[config.mk]
export PLATFORM = sky130hd
export DESIGN_NAME = button_debounce_pulse
export DESIGN_NICKNAME = d
export VERILOG_FILES = /design/src/rtl/button_debounce_pulse.sv
export SDC_FILE = /design/constraint.sdc
export NUM_CORES = 1
export LEC_CHECK = 0
export CELL_PAD_IN_SITES_DETAIL_PLACEMENT = 1
export CELL_PAD_IN_SITES_GLOBAL_PLACEMENT = 2
export CORE_MARGIN = 2
export CORE_UTILIZATION = 42
export CTS_BUF_LIST = sky130_fd_sc_hd__clkbuf_16
export DETAILED_ROUTE_END_ITERATION = 8
export HOLD_SLACK_MARGIN = 0.05
export PLACE_DENSITY_LB_ADDON = 0.1
export REMOVE_ABC_BUFFERS = 1
export SYNTH_ARGS = -nofsm -noshare
export SYNTH_HDL_FRONTEND = slang
export SYNTH_SLANG_ARGS = --single-unit
[constraint.sdc]
create_clock -name clk -period 4.7 [get_ports clk]
set_input_delay 1.41 -clock clk [delete_from_list [all_inputs] [get_ports clk]]
set_output_delay 1.41 -clock clk [all_outputs]
set_load 0.01 [all_outputs]
[src/rtl/button_debounce_pulse.sv]
// rtl/button_debounce_pulse.sv - synchronised, debounced push-button with press/release/long-press strobes
module button_debounce_pulse #(
  parameter int DEBOUNCE_CYCLES = 1_000_000,
  parameter int LONG_CYCLES     = 100_000_000,
  parameter bit ACTIVE_HIGH     = 1'b1
) (
  input  logic clk,
  input  logic rst_n,
  input  logic button,
  output logic level,
  output logic press,
  output logic release_p,
  output logic long_press
);

  localparam int DW = $clog2(DEBOUNCE_CYCLES + 1);
  localparam int LW = $clog2(LONG_CYCLES + 1);

  // Last count value before a transition is accepted; the entry sample counts as the first.
  localparam logic [DW-1:0] D_LAST = DW'(DEBOUNCE_CYCLES - 1);
  localparam logic [DW-1:0] D_ONE  = DW'(1);
  localparam logic [LW-1:0] L_MAX  = LW'(LONG_CYCLES);
  localparam logic [LW-1:0] L_PRE  = LW'(LONG_CYCLES - 1);
  localparam logic [LW-1:0] L_ONE  = LW'(1);
  localparam logic          RAW_IDLE = ~ACTIVE_HIGH;

  typedef enum logic [1:0] {
    IDLE         = 2'd0,
    PRESS_WAIT   = 2'd1,
    HELD         = 2'd2,
    RELEASE_WAIT = 2'd3
  } state_t;

  state_t          state;
  logic            sync_1;
  logic            sync_2;
  logic            act;
  logic [DW-1:0]   dcnt;
  logic [LW-1:0]   lcnt;
  logic            lfired;
  logic            rel_confirm;
  logic            long_hit;

  // Two-flop synchroniser on the raw pin, parked at the not-pressed value.
  always_ff @(posedge clk or negedge rst_n) begin
    if (!rst_n) begin
      sync_1 <= RAW_IDLE;
      sync_2 <= RAW_IDLE;
    end else begin
      sync_1 <= button;
      sync_2 <= sync_1;
    end
  end

  assign act = sync_2 ~^ ACTIVE_HIGH;

  // Release confirmation takes priority over the long-press threshold on the same edge.
  always_comb begin
    rel_confirm = 1'b0;
    long_hit    = 1'b0;
    if (state == RELEASE_WAIT && !act && dcnt == D_LAST) begin
      rel_confirm = 1'b1;
    end
    if ((state == HELD || state == RELEASE_WAIT) && lcnt == L_PRE && !lfired && !rel_confirm) begin
      long_hit = 1'b1;
    end
  end

  // Debounce FSM with registered level and single-cycle strobes.
  always_ff @(posedge clk or negedge rst_n) begin
    if (!rst_n) begin
      state      <= IDLE;
      dcnt       <= '0;
      lcnt       <= '0;
      lfired     <= 1'b0;
      level      <= 1'b0;
      press      <= 1'b0;
      release_p  <= 1'b0;
      long_press <= 1'b0;
    end else begin
      press      <= 1'b0;
      release_p  <= 1'b0;
      long_press <= 1'b0;

      case (state)
        IDLE: begin
          if (act) begin
            state <= PRESS_WAIT;
            dcnt  <= D_ONE;
          end
        end

        PRESS_WAIT: begin
          if (!act) begin
            state <= IDLE;
            dcnt  <= '0;
          end else if (dcnt == D_LAST) begin
            state  <= HELD;
            dcnt   <= '0;
            level  <= 1'b1;
            press  <= 1'b1;
            lcnt   <= L_ONE;
            lfired <= 1'b0;
          end else begin
            dcnt <= dcnt + 1'b1;
          end
        end

        HELD: begin
          if (lcnt != L_MAX) begin
            lcnt <= lcnt + 1'b1;
          end
          if (!act) begin
            state <= RELEASE_WAIT;
            dcnt  <= D_ONE;
          end
        end

        RELEASE_WAIT: begin
          if (rel_confirm) begin
            state     <= IDLE;
            dcnt      <= '0;
            lcnt      <= '0;
            level     <= 1'b0;
            release_p <= 1'b1;
          end else begin
            if (lcnt != L_MAX) begin
              lcnt <= lcnt + 1'b1;
            end
            if (act) begin
              state <= HELD;
              dcnt  <= '0;
            end else begin
              dcnt <= dcnt + 1'b1;
            end
          end
        end

        default: begin
          state <= IDLE;
          dcnt  <= '0;
        end
      endcase

      if (long_hit) begin
        long_press <= 1'b1;
        lfired     <= 1'b1;
      end
    end
  end

endmodule
* Yosys cells after proc, flatten, opt, wreduce, memory -nomap -nowiden
Index checks and enable logic that the tools add are counted.
Widths: inputs -> output; s select.
** Cells by class
- Muxes and demuxes :: 35
- Add/subtract/negate cells :: 2
- Reductions and logical operators :: 20
- Equal/unequal tests :: 13
** Operators by type and width (number)
- $mux 20 :: 6
- $mux 27 :: 4
- $pmux 27 s3 :: 1
- $pmux 20 s4 :: 1
- $add 27x1->27 const B :: 1
- $eq 27x27->1 const B :: 1
- $ne 27x27->1 const B :: 1
- $add 20x1->20 const B :: 1
- $eq 20x20->1 const B :: 1
- $mux 1 :: 15
- $mux 2 :: 6
- $ne 2x2->1 const B :: 5
- $pmux 2 s4 :: 1
- $reduce_and 4->1 :: 2
- $reduce_bool 2->1 :: 4
- $ne 3x3->1 const B :: 2
- $reduce_and 3->1 :: 2
- $logic_and 1x1->1 :: 5
- $eq 2x2->1 const B :: 2
- $logic_not 1->1 :: 3
- $reduce_bool 3->1 :: 1
- $eq 2x1->1 const B :: 1
- $logic_not 2->1 :: 1
- $pmux 1 s2 :: 1
- 2 further kinds :: 2
** Word-level totals
- Word-level logic and storage cells :: 80
- Bits in registers :: 56

* Longest topological paths before layout
Gate-level depths: netlist of the first run.
- Depth in word-level cells :: 9
- Depth in mapped cells :: 8
- Gate-level depth less buffers :: 7

* Worst setup path after synthesis of the first run
No wires, ideal clock.
- Path kind :: flip-flop to flip-flop
- Start :: register dcnt[0]
- End :: register lcnt[22]
- Clock period less this slack :: 2018 ps
- Setup slack :: 2682 ps
- Data arrival time :: 1950 ps
- Setup time :: 68 ps
- Cell stages (with the launch flop) :: 8
- Path through :: dfrtp_1 ha_1 clkbuf_1 and4_1 buf_4 a41oi_1 or3b_1 nand3_1
** Between the ends
- Word-level cells in the longest chain between the ends :: 5
- Elaborated cells on any way between the ends :: 7
- Classes of those cells :: eq/ne (2); mux (3); reduce/logical (2)
** Ends and longest elaborated chain
- from (decl) :: RTL line 38 : logic [DW-1:0] dcnt;
- from (signal assigned) :: RTL line 105 : dcnt <= dcnt + 1'b1;
- from (signal assigned) :: RTL line 134 : dcnt <= dcnt + 1'b1;
- $eq 20x20->1 (*) :: RTL line 61, 97
- $logic_and 1x1->1 :: RTL line 61 : if (state == RELEASE_WAIT && !act && dcnt == D_LAST) begin
- $mux 1 :: RTL line 61
- $mux 27 :: RTL line 120 : if (rel_confirm) begin
- $pmux 27 s3 :: RTL line 85 : case (state)
- to (signal assigned) :: RTL line 111 : lcnt <= lcnt + 1'b1;
- to (signal assigned) :: RTL line 128 : lcnt <= lcnt + 1'b1;
- to (decl) :: RTL line 39 : logic [LW-1:0] lcnt;
Every way passes the cells marked *; elsewhere a longest branch is shown, timed or not.
A chain may end at the register's enable or synchronous reset.

* Worst setup path in the final report of the first run
- Start :: register state[1]
- End :: register dcnt[8]
** Between the ends
- Word-level cells in the longest chain between the ends :: 6
- Elaborated cells on any way between the ends :: 12
- Classes of those cells :: eq/ne (5); mux (3); reduce/logical (4)
** Ends and longest elaborated chain
- from (decl) :: RTL line 34 : state_t state;
- from (signal assigned) :: RTL line 72 : state <= IDLE;
- from (signal assigned) :: RTL line 88 : state <= PRESS_WAIT;
- from (signal assigned) :: RTL line 95 : state <= IDLE;
- $eq 2x2->1 :: RTL line 61, 85
- $logic_and 1x1->1 (2 in series) :: RTL line 61
- $mux 1 :: RTL line 61
- $mux 20 :: RTL line 120
- $pmux 20 s4 :: RTL line 85
Parallel ways exist; a longest one is shown, timed or not.

==> results of run 1 <==
## where the power goes
group	switching [µW]	total, µW	internal [µW]
Clock	184	384	200
Sequential	6.92	492	485
Combinational	26.9	36.6	9.68
Total	218	913	695
## worst paths after layout
path | from | end
min in group asynchronous | rst_n | lcnt[14]
worst max-delay path | state[1] | dcnt[8]
worst min register to register | sync_1 | act
worst max register to register | state[1] | dcnt[8]
max in group asynchronous | rst_n | dcnt[13]
worst min-delay path | sync_1 | act
## state kept, by name, indices dropped and copies added, names as in the netlist
name and flops:
lcnt 27, press 1, level 1, long_press 1
sync_1 1, lfired 1, dcnt 20, act 1
state 2, release_p 1
## synthesized netlist by cell type, types with 2 or more instances
| cell | count | area, µm² |
|---|---|---|
| dfrtp_1 | 56 | 1400 |
| nand2_1 | 35 | 131 |
| a21oi_1 | 27 | 135 |
| o21ai_0 | 25 | 125 |
| nand3_1 | 20 | 100 |
| nand4_1 | 17 | 106 |
| nor2_1 | 17 | 63.8 |
| a31oi_1 | 16 | 100 |
| nor3_1 | 10 | 50.1 |
| clkbuf_1 | 9 | 33.8 |
| and3_1 | 7 | 43.8 |
| inv_1 | 7 | 26.3 |
| nand2b_1 | 7 | 43.8 |
| or3_1 | 7 | 43.8 |
| and4_1 | 6 | 52.6 |
| buf_2 | 6 | 30.0 |
| or4_1 | 6 | 45.0 |
| a41oi_1 | 5 | 43.8 |
| nor4b_1 | 5 | 43.8 |
| o31ai_1 | 5 | 37.5 |
| and2_1 | 4 | 25.0 |
| mux2i_1 | 4 | 40.0 |
| nor4_1 | 4 | 25.0 |
| a21boi_0 | 3 | 22.5 |
| a21o_1 | 3 | 22.5 |
| and3b_1 | 3 | 26.3 |
| buf_4 | 3 | 22.5 |
| ha_1 | 3 | 37.5 |
| or2_2 | 3 | 18.8 |
| xnor2_1 | 3 | 26.3 |
| a211oi_1 | 2 | 15.0 |
| and4b_1 | 2 | 20.0 |
| mux2_2 | 2 | 22.5 |
| nor2b_1 | 2 | 12.5 |
| o21a_1 | 2 | 15.0 |
| o22ai_1 | 2 | 12.5 |
| xor2_1 | 2 | 17.5 |
## cells in the final DEF (no fill, tap or decap), types with 5 or more instances in the layout
cell             Yosys  layout
dfrtp_1             56      56
nand2_1             35      35
a21oi_1             27      27
o21ai_0             25      25
nand3_1             20      20
nor2_1              17      17
nand4_1             17      17
a31oi_1             16      16
nor3_1              10      10
inv_1                7       7
and3_1               7       7
or3_1                7       7
nand2b_1             7       7
and4_1               6       6
or4_1                6       6
a41oi_1              5       5
nor4b_1              5       5
o31ai_1              5       5
clkbuf_16            0       5
clkdlybuf4s50_1      0       5
## final cells by class
class	instances	area [µm²]
fill	863	3850
multi-input combinational	272	1670
sequential	56	1400
clock buffer	5	125
tap	99	124
timing repair buffer	8	70.1
inverter	7	26.3
clock inverter	3	22.5
## critical path, delay by kind of cell, from the launching register on
| kind | cells | cell delay [ps] |
|---|---|---|
| AO/OA/AOI/OAI | 3 | 1250 |
| flip-flops | 1 | 680 |
| XOR/XNOR | 1 | 510 |
| AND/OR/NAND/NOR | 1 | 210 |
## layer usage
metal	vias up	global-route usage [%]	wire [µm]
met5	-	0	0
met2	25	30.6	3510
met3	8	2.99	170
met4	0	5.68	102
li1	1332	-	-
met1	1368	33.0	4420
## per-stage QoR
stage	util (%)	setup slack (ps)
after floorplan	-	2420
after detailed placement	45.1	1950
after CTS	47.2	1930
after global routing	47.2	1540
final	47.2	1960
after global placement	45.1	2050
## logic make-up after synthesis
group,after synthesis
AOI/OAI and AO/OA,96
xor gates and xnor gates,5
adders and majority gates,3
buffers and inverters,25
DFF,56
muxes,6
and+or+nand+nor,162
==> run_results.csv, run 1 <==
group,metric,value,unit
setup_path,crit_chain,"xor2_1, nand2_1, a21oi_2, o21ai_0, a31oi_1",
final_layout,design_area,3440,µm²
yosys,muxShareOfSynthArea,1.96,%
detailed_routing,routedWlPerCell,18.2,µm
setup_path,r2r_setup_slack,1960,ps
detailed_routing,drtIter0Drc,137,
placed_design,placed_area,3290,µm²
detailed_routing,first_pass_iters,4,
timing,maxSlewHeadroom,28.1,%
floorplanning,die_w,91.1,µm
yosys,synth_compound_area_share,18.9,%
cts,cts.sinks,56,
global_routing,grt_pass1_wl,14200,µm
final_layout,fin_cells,450,
job,maxCapViolations,0,
timing,tightest_slew,1080,ps
setup_path,rr_worst_depth,5,
cts,cts.path.max_buffers,2,
floorplanning,die_h,91.1,µm
yosys,synth_top_family_by_area,"simple AND/OR/NAND/NOR gates",
floorplanning,floorplan.initialDensity,43.7,%
placed_design,dp.cells,442,
setup_path,critPathSlowestCell,"a21oi_2",
cts,htree_num_levels,2,
yosys,async_reset_ff_share,100,%
setup_path,required,4920,ps
cts,insertion_delay,300,ps
cts,clockRootBuffer,"clkbuf_16",
timing,final_max_slew_viol_count,0,
yosys,syn_area,3180,µm²
placed_design,gp_congestion,0.790,
global_routing,grt_usage,21.2,%
global_routing,grt_max_degree,34,
detailed_routing,dr_total_vias,2733,
global_routing,grt_pass1_vias,2642,
placed_design,hpwl,5730,µm
pwr,p_leak,0.00135,µW
detailed_routing,vias_per_cell,6.07,
cts,clkTransAtPathRegs,80,ps
floorplanning,num_rows,31,
pwr,power_density,265,nW/µm²
worst_hold_path,hold_depth,0,
detailed_routing,wl,8200,µm
final_layout,nets,356,
setup_path,end_kind,"register",
setup_path,worstPathArrival,2960,ps
timing,finalSetupViolCount,0,
setup_path,path_max_fanout,27,
setup_path,crit_type,"register to register",
setup_path,crit_path_start_kind,"register",
placed_design,io_buffers,6,
yosys,yosys.area_share.simple,29.1,%
yosys,synth-edff-count,0,
timing,fin_skew,9.74,ps
cts,cts_hold_buf,0,
yosys,ys_ff_latch,56,
timing,whs,363,ps
detailed_routing,ant_nets,0,
run_status,status,"finished clean",
timing,post-route-min-period,2740,ps
setup_path,slowest_delay,820,ps
worst_hold_path,worstHoldPathType,"register to register",
timing,timing.fmax,366,MHz
detailed_routing,drc,0,
cts,cts_tree,"done",
yosys,synth_xor_area_share,1.38,%
yosys,avgSynthCellArea,9.02,µm²
timing,tns,0,ps
floorplanning,die_area,8290,µm²
global_routing,antenna_found_initial,0,
yosys,syn_inst,353,
yosys,synth_ff_type,"dfrtp_1",
floorplanning,core_area,7290,µm²
yosys,synth_seq_area_share,44.0,%
cts,cts_setup_buffers,0,
cts,cts_inserted_buffers,5,
cts,cts-resized-gates,0,
pwr,finalPower,913,µW
yosys,synth.distinct_cells,50,
yosys,synthAdderAreaFrac,1.18,%
final_layout,syn_to_final_growth,8.02,%
floorplanning,pin_count,7,
timing,rsz0062_at_grt,"false",
timing,hold_viol_final,0,
global_routing,grt_overflow,0,
pwr,ir_drop,0.129,mV
final_layout,drive_gt1_share,5.98,%
yosys,ys_warn_count,0,
timing,fin_crit_sh,58.2,%
final_layout,diodes,0,
(Power assumes the default switching activity.)
==> inputs of run 2 (changes only) <==
--- a/config.mk
+++ b/config.mk
@@ -8,7 +8,7 @@
 export CELL_PAD_IN_SITES_DETAIL_PLACEMENT = 1
 export CELL_PAD_IN_SITES_GLOBAL_PLACEMENT = 2
 export CORE_MARGIN = 2
-export CORE_UTILIZATION = 42
+export CORE_UTILIZATION = 36
 export CTS_BUF_LIST = sky130_fd_sc_hd__clkbuf_16
 export DETAILED_ROUTE_END_ITERATION = 8
 export HOLD_SLACK_MARGIN = 0.05
==> constraint.sdc (replaced) <==
create_clock -name clk -period 2.5 [get_ports clk]
set_input_delay 0.75 -clock clk [delete_from_list [all_inputs] [get_ports clk]]
set_output_delay 0.75 -clock clk [all_outputs]
set_load 0.01 [all_outputs]
==> run 2 against run 1 <==
Net effect:
- power is 97% higher
- combinational power rose by 130%
- clock power increased by 110%
- routed wire length increased by 5.0%
- via count grew 1.5%
==> run_results.csv, run 2 (synthesis results as in run 1) <==
group,metric,value,unit
run_status,status,"finished clean",
pwr,p_leak,0.00145,µW
cts,insertion_delay,290,ps
detailed_routing,ant_nets,0,
cts,cts.sinks,56,
floorplanning,die_h,98.1,µm
cts,clockRootBuffer,"clkbuf_16",
final_layout,nets,371,
setup_path,crit_type,"register to register",
detailed_routing,first_pass_iters,4,
cts,cts_hold_buf,0,
timing,final_max_slew_viol_count,0,
cts,cts_setup_buffers,0,
detailed_routing,vias_per_cell,5.85,
placed_design,io_buffers,6,
cts,clkTransAtPathRegs,70,ps
final_layout,top_regs,"lcnt x27, dcnt x20, state x2",
worst_hold_path,holdCritStartpoint,"sync_1",
setup_path,required,2710,ps
global_routing,grt_pass1_wl,14900,µm
setup_path,rr_startpoint,"dcnt[2]",
cts,htree_num_levels,2,
detailed_routing,drc,0,
setup_path,crit_path_start_kind,"register",
global_routing,grt_pass1_vias,2876,
timing,hold_viol_final,0,
placed_design,gp_congestion,0.783,
placed_design,hpwl,6100,µm
floorplanning,pin_count,7,
timing,finalSetupViolCount,0,
timing,fin_skew,6.23,ps
setup_path,path_max_fanout,17,
detailed_routing,drtIter0Drc,79,
setup_path,slowest_delay,460,ps
setup_path,crit_chain,"and4_1, and4_1, buf_4, a21oi_2, buf_4, a41oi_1, a31oi_1",
timing,tns,0,ps
pwr,power_density,501,nW/µm²
final_layout,largest_register,"lcnt",
detailed_routing,dr_total_vias,2774,
timing,maxSlewHeadroom,61.1,%
cts,cts.path.max_buffers,2,
final_layout,syn_to_final_growth,12.8,%
cts,cts_tree,"done",
setup_path,rr_worst_depth,7,
floorplanning,die_area,9610,µm²
setup_path,end_kind,"register",
worst_hold_path,whs_endpoint,"act",
final_layout,layout_common_cells,"dfrtp_1 (56), nand2_1 (35), a21oi_1 (27)",
global_routing,grt_overflow,0,
timing,worst_slack,378,ps
cts,cts_inserted_buffers,5,
floorplanning,floorplan.initialDensity,36.9,%
timing,fin_crit_sh,84.9,%
final_layout,diodes,0,
placed_design,dp_slack,387,ps
timing,rsz0062_at_grt,"false",
setup_path,r2r_setup_slack,380,ps
timing,tightest_slew,582,ps
detailed_routing,wl,8610,µm
final_layout,final_common_cell,"dfrtp_1",
setup_path,worstPathArrival,2330,ps
global_routing,grt_max_degree,57,
detailed_routing,routedWlPerCell,18.2,µm
worst_hold_path,worstHoldPathType,"register to register",
floorplanning,die_w,98.1,µm
cts,cts-resized-gates,0,
worst_hold_path,hold_depth,0,
global_routing,grt_usage,19.1,%
global_routing,antenna_found_initial,0,
setup_path,r2r-end,"dcnt[11]",
floorplanning,num_rows,34,
final_layout,drive_gt1_share,9.56,%
job,maxCapViolations,0,
floorplanning,core_area,8640,µm²
final_layout,largest_reg_flops,27,
pwr,ir_drop,0.224,mV
setup_path,critPathSlowestCell,"dfrtp_1",
timing,timing.fmax,471,MHz
timing,post-route-min-period,2120,ps
[run 2: changes by cell type in the layout (fill, tap and decap cells not counted)]
| cell | change |
|---|---|
| buf_4 | +14 |
| buf_12 | +1 |
| bufinv_16 | +1 |
| clkinv_4 | -1 |
| inv_1 | +1 |
| inv_6 | -1 |
[run 2: metal layers]
layer	up-vias	wire (µm)	share of wire, %	track usage (%)
met5	-	0	0	0
met4	0	94	1.1	4.27
met3	8	122	1.4	2.65
met2	15	4430	51	34.6
met1	1397	3960	46	24.3
li1	1354	-	-	-
[run 2: area by class of cell]
type | instances | area, µm²
multi-input cells | 272 | 1670
well taps | 108 | 135
inverters | 7 | 26.3
fillers | 1025 | 5040
repair buffers | 23 | 195
clock inverters | 3 | 38.8
clock buffers | 5 | 125
flip-flops and latches | 56 | 1400
[run 2: worst max-delay path: cells and delay by family (launching register included)]
kind            cells  cell delay (ps)
flops               1              460
buf+inv             2              460
simple gates        2              470
compound gates      3              650
[run 2: worst max path at each step]
stage	start	end	slack, ps	depth (start not counted)
after floorplan	dcnt[2]	lcnt[22]	220	5
after global routing	dcnt[2]	dcnt[11]	150	7
after global placement	dcnt[2]	dcnt[11]	400	7
after CTS	lcnt[17]	lcnt[0]	370	5
after detailed placement	lcnt[17]	lcnt[2]	390	5
final	dcnt[2]	dcnt[11]	380	7
[run 2: power by group]
| part | internal (µW) | total, µW | switching (µW) |
|---|---|---|---|
| clock | 468 | 794 | 325 |
| combinational | 26.5 | 82.5 | 56.0 |
| sequential | 913 | 924 | 11.1 |
| total | 1410 | 1800 | 392 |
[run 2: per-stage QoR]
step	instance area, µm²	hold WS [ps]	cells	power (µW)	util, %
6_report	3590	361	474	1800	41.6
5_1_grt	3590	380	474	1880	41.6
3_5_place_dp	3430	348	466	1030	39.7
4_1_cts	3590	366	474	1840	41.6
2_1_floorplan	3100	331	335	975	-
3_3_place_gp	3430	336	466	1030	39.7
